### src/rtl/entropy_word_gate.sv
// Qualifies a raw TRNG bitstream after a clean startup window, packs it into words,
// drops words touched by health-test failures and buffers clean words in a small FIFO.
module entropy_word_gate #(
  parameter int WORD_W       = 8,
  parameter int STARTUP_BITS = 1024,
  parameter int ALARM_LIMIT  = 4,
  parameter int FIFO_DEPTH   = 4
) (
  input  logic              clk,
  input  logic              rst,
  input  logic              bit_in,
  input  logic              bit_valid,
  input  logic              rct_failure,
  input  logic              clear_alarm,
  output logic [WORD_W-1:0] word_out,
  output logic              word_valid,
  input  logic              word_ready,
  output logic              startup_done,
  output logic              alarm,
  output logic [7:0]        fail_count,
  output logic              overflow
);

  localparam int BW = (WORD_W > 1) ? $clog2(WORD_W) : 1;
  localparam int AW = $clog2(FIFO_DEPTH);
  localparam logic [BW-1:0] LAST_BIT  = BW'(WORD_W - 1);
  localparam logic [15:0]   SU_TARGET = 16'(STARTUP_BITS);
  localparam logic [7:0]    ALARM_AT  = 8'(ALARM_LIMIT);

  typedef enum logic [1:0] {
    ST_STARTUP,
    ST_RUN,
    ST_ALARM
  } state_t;

  state_t            state_q, state_d;
  logic [15:0]       su_cnt_q, su_cnt_d;
  logic [BW-1:0]     bit_cnt_q, bit_cnt_d;
  logic [WORD_W-1:0] shift_q, shift_d;
  logic              taint_q, taint_d;
  logic              fail_prev_q;
  logic [7:0]        fail_cnt_q, fail_cnt_d;
  logic              ovf_q, ovf_d;
  logic [AW:0]       wr_ptr_q, wr_ptr_d;
  logic [AW:0]       rd_ptr_q, rd_ptr_d;
  logic [WORD_W-1:0] mem_q [FIFO_DEPTH];

  logic              fifo_empty, fifo_full, pop, push, push_ok, fail_event, trip;
  logic [WORD_W-1:0] word_new;

  assign fifo_empty = (wr_ptr_q == rd_ptr_q);
  assign fifo_full  = (wr_ptr_q[AW] != rd_ptr_q[AW]) &&
                      (wr_ptr_q[AW-1:0] == rd_ptr_q[AW-1:0]);
  assign word_valid = ~fifo_empty;
  assign word_out   = fifo_empty ? '0 : mem_q[rd_ptr_q[AW-1:0]];
  assign pop        = word_valid & word_ready;
  assign fail_event = rct_failure & ~fail_prev_q;
  assign word_new   = {shift_q[WORD_W-2:0], bit_in};

  assign startup_done = (state_q == ST_RUN);
  assign alarm        = (state_q == ST_ALARM);
  assign fail_count   = fail_cnt_q;
  assign overflow     = ovf_q;

  always_comb begin
    state_d    = state_q;
    su_cnt_d   = su_cnt_q;
    bit_cnt_d  = bit_cnt_q;
    shift_d    = shift_q;
    taint_d    = taint_q;
    fail_cnt_d = fail_cnt_q;
    ovf_d      = ovf_q;
    push       = 1'b0;
    push_ok    = 1'b0;
    trip       = 1'b0;
    wr_ptr_d   = wr_ptr_q;
    rd_ptr_d   = rd_ptr_q;

    if (state_q != ST_ALARM && fail_event && fail_cnt_q != 8'hFF) begin
      fail_cnt_d = fail_cnt_q + 8'd1;
      trip       = (fail_cnt_d == ALARM_AT);
    end

    case (state_q)
      ST_STARTUP: begin
        if (rct_failure) begin
          su_cnt_d = '0;
        end else if (bit_valid) begin
          su_cnt_d = su_cnt_q + 16'd1;
          if (su_cnt_d == SU_TARGET) state_d = ST_RUN;
        end
      end
      ST_RUN: begin
        taint_d = taint_q | rct_failure;
        if (bit_valid) begin
          shift_d = word_new;
          if (bit_cnt_q == LAST_BIT) begin
            bit_cnt_d = '0;
            push      = ~(taint_q | rct_failure);
            // a failure on the final bit also taints the following word
            taint_d   = rct_failure;
          end else begin
            bit_cnt_d = bit_cnt_q + 1'b1;
          end
        end
      end
      ST_ALARM: begin
        if (clear_alarm) begin
          state_d    = ST_STARTUP;
          fail_cnt_d = '0;
          ovf_d      = 1'b0;
          su_cnt_d   = '0;
        end
      end
      default: state_d = ST_STARTUP;
    endcase

    push_ok = push & (~fifo_full | pop);
    if (push && fifo_full && !pop) ovf_d = 1'b1;
    wr_ptr_d = wr_ptr_q + (AW+1)'(push_ok);
    rd_ptr_d = rd_ptr_q + (AW+1)'(pop);

    // alarm entry wins over everything: flush the FIFO and drop the partial word
    if (trip) begin
      state_d   = ST_ALARM;
      shift_d   = '0;
      bit_cnt_d = '0;
      taint_d   = 1'b0;
      push_ok   = 1'b0;
      wr_ptr_d  = '0;
      rd_ptr_d  = '0;
    end
  end

  always_ff @(posedge clk) begin
    if (rst) begin
      state_q     <= ST_STARTUP;
      su_cnt_q    <= '0;
      bit_cnt_q   <= '0;
      shift_q     <= '0;
      taint_q     <= 1'b0;
      fail_prev_q <= 1'b0;
      fail_cnt_q  <= '0;
      ovf_q       <= 1'b0;
      wr_ptr_q    <= '0;
      rd_ptr_q    <= '0;
    end else begin
      state_q     <= state_d;
      su_cnt_q    <= su_cnt_d;
      bit_cnt_q   <= bit_cnt_d;
      shift_q     <= shift_d;
      taint_q     <= taint_d;
      fail_prev_q <= rct_failure;
      fail_cnt_q  <= fail_cnt_d;
      ovf_q       <= ovf_d;
      wr_ptr_q    <= wr_ptr_d;
      rd_ptr_q    <= rd_ptr_d;
    end
  end

  always_ff @(posedge clk) begin
    if (!rst && push_ok) mem_q[wr_ptr_q[AW-1:0]] <= word_new;
  end

endmodule

### config.mk
export PLATFORM = sky130hd
export DESIGN_NAME = entropy_word_gate
export DESIGN_NICKNAME = d
export VERILOG_FILES = /design/src/rtl/entropy_word_gate.sv
export SDC_FILE = /design/constraint.sdc
export NUM_CORES = 1
export LEC_CHECK = 0
export ABC_CLOCK_PERIOD_IN_PS = 5100
export CORE_ASPECT_RATIO = 1.75
export CORE_MARGIN = 10
export CORE_UTILIZATION = 39
export DETAILED_ROUTE_END_ITERATION = 7
export PLACE_DENSITY = 0.65
export SYNTH_ARGS = -nofsm -noshare
export SYNTH_HDL_FRONTEND = slang
export SYNTH_SLANG_ARGS = --single-unit
### constraint.sdc
create_clock -name clk -period 5.1 [get_ports clk]
set_clock_uncertainty 0.2 [all_clocks]
set_input_delay 1.53 -clock clk [delete_from_list [all_inputs] [get_ports clk]]
set_output_delay 1.53 -clock clk [all_outputs]
set_load 0.05 [all_outputs]
==> out/qor.yml <==
finalWirelength_mm: 7.25
clkPwrFrac_pct: 47.8
p_per_area_nw_per_um2: 310
synth.area.top_cells: "edfxtp_1 27%, dfxtp_1 25%, mux4_2 5.0%"
avgSynthCellArea_um2: 10.7
wl_per_cell_um: 14.9
nNetsFinal: 376
synth-main-ff-cell: "dfxtp_1"
grt_util_all_layers_pct: 11.1
synth_commonest_cells: "45 x dfxtp_1, 32 x edfxtp_1, 27 x nor2_1"
overflow: 0
grt_start_max_net_pins: 23
die_h_um: 147
synth_edf_count: 32
power_leakage_nw: 1.49
arrival_ps: 2600
antennaDiodeCount: 0
area_growth_pct: 18.6
critical_path.endpoint_type: "primary output"
path_max_fanout: 10
cell_internal_pwr_w: 0.00104
crit_type: "register to primary output"
cts-hold-fix-buffers: 0
period_minus_slack_ps: 4330
cts_root_buffer: "clkbuf_16"
syn_nets: 350
via_per_inst: 5.32
io_buffers: 26
dp_hpwl_mm: 5.27
dieArea_um2: 13600
drt_iter0_drc: 131
pwr-share-comb_pct: 3.4
cts-resized-gates: 0
cts_tree: "done"
peakVddDrop_mv: 0.234
coreArea_um2: 9040
antenna_found_initial: 0
worstMarginPinSlew_ps: 701
clock_latency_ps: 330
max_freq_mhz: 231
postLayoutSetupSlackWorst_ps: 772
finalSetupViolCount: 0
vias: 2581
rsz0062_at_grt: "false"
die-width_um: 92.4
grt_pass1_vias: 2585
cp-start-kind: "register"
worstHoldPathType: "register to register"
finalMaxSlewViolations: 0
post-synth-top-count-cell: "dfxtp_1"
clkTransAtPathRegs_ps: 60
drc: 0
fillers: 870
htree_levels: 3
syn_area_um2: 3580
clkSinkCount: 77
yosys.area.top_type: "edfxtp_1"
final_hold_viol_count: 0
initial_utilization_pct: 39.6
power_frac_seq_pct: 48.8
synth_top_area_share_pct: 26.8
cts_buffers: 9
seq_area_frac_synth_pct: 52.0
drtAntennaViolNets: 0
ys_seq_elements: 77
r2r_slack_ps: 2620
synth_warnings: 0
gp_congestion: 0.825
syn_inst: 334
ys_types: 49
slew_headroom_pct: 53.0
first_pass_iters: 5
sw_frac_of_total_pct: 21.2
async_flop_share_pct: 0
status: "finished clean"
clock_path_buffers: 2
place_ws_ps: 1010
final.period_utilization_pct: 84.9
tns_ps: 0
p_sw_w: 0.000280
pin_count: 27
drv_cap: 0
crit_required_ps: 3370
grt_pass1_wl_mm: 12.3
rows: 46
postCtsSetupBuffers: 0
drive_gt1_share_pct: 10.1
cell type report:
class                   instances  area (µm²)  share of cell area, %
flip-flops and latches         77        1860                   43.8
multi-input cells             235        1610                   38.0
repair buffers                 32         305                   7.19
clock buffers                  10         229                   5.39
well taps                     120         150                   3.53
clock inverters                 6        70.1                   1.65
inverters                       5        18.8                  0.442
flip-flops by register name (all words and copies together) (netlist names):
name         cells
mem_q           32
su_cnt_q        16
fail_count       8
shift_q          7
bit_cnt_q        3
rd_ptr_q         3
wr_ptr_q         3
state_q          2
fail_prev_q      1
overflow         1
taint_q          1
worst max-delay path: stages, from the launching register on:
cell and delay [ps]:
dfxtp_1 700, xor2_1 190, nor3b_2 550, nor2b_1 110
clkdlybuf4s50_1 730
power by group through the flow:
stage	combinational (W)	sequential, W	clock, W
2_1_floorplan	0.0000237	0.000661	0
3_3_place_gp	0.0000441	0.000656	0
3_5_place_dp	0.0000451	0.000656	0
4_1_cts	0.0000453	0.000643	0.000648
5_1_grt	0.0000492	0.000643	0.000675
6_report	0.0000446	0.000643	0.000630
cell usage in the layout (no fill, tap or decap), types with 13 or more instances in the layout:
| cell | n |
|---|---|
| dfxtp_1 | 45 |
| nor2b_1 | 13 |
| edfxtp_1 | 32 |
| nand3_1 | 15 |
| o21ai_0 | 14 |
| clkdlybuf4s50_1 | 26 |
| nor2_1 | 27 |
| a21oi_1 | 24 |
| nand2_1 | 24 |
routing by layer:
metal  global-route usage (%)  wire (µm)  up-vias
met5                        0          0        -
met4                     5.35        153        0
met2                     20.2       3870       52
li1                         -          -     1303
met3                     3.06        370        9
met1                     11.2       2860     1217
path summary, 6_finish.rpt:
path / from / end / cells past startpoint
worst max-delay path: rd_ptr_q[0]$_SDFF_PP0_ / word_out[6] / 4
worst min-delay path: bit_cnt_q[2]$_SDFFE_PP0P_ / bit_cnt_q[2]$_SDFFE_PP0P_ / 2
worst max register to register: rd_ptr_q[0]$_SDFF_PP0_ / rd_ptr_q[2]$_SDFF_PP0_ / 7
worst min register to register: bit_cnt_q[2]$_SDFFE_PP0P_ / bit_cnt_q[2]$_SDFFE_PP0P_ / 2
per-stage QoR:
stage / total power, W / util (%) / std cells / hold slack [ps] / instance area (µm²)
2_1_floorplan: 0.000685 / - / 334 / 239 / 3580
3_3_place_gp: 0.000700 / 43.7 / 469 / 247 / 3950
3_5_place_dp: 0.000701 / 43.7 / 469 / 255 / 3950
4_1_cts: 0.00134 / 47.0 / 485 / 264 / 4250
5_1_grt: 0.00137 / 47.0 / 485 / 281 / 4250
6_report: 0.00132 / 47.0 / 485 / 264 / 4250
logic make-up (layout without fill, tap and decap cells):
logic type | after synthesis | count (layout) | share of synthesized area, %
simple gates | 139 | 139 | 21.7
flops | 77 | 77 | 52.0
compound gates | 66 | 66 | 12.0
buf+inv | 22 | 53 | 2.97
xor+xnor | 12 | 12 | 2.93
fa+ha+maj | 9 | 9 | 3.14
mux | 9 | 9 | 5.31
No activity file was read; power rests on OpenSTA's default activity.
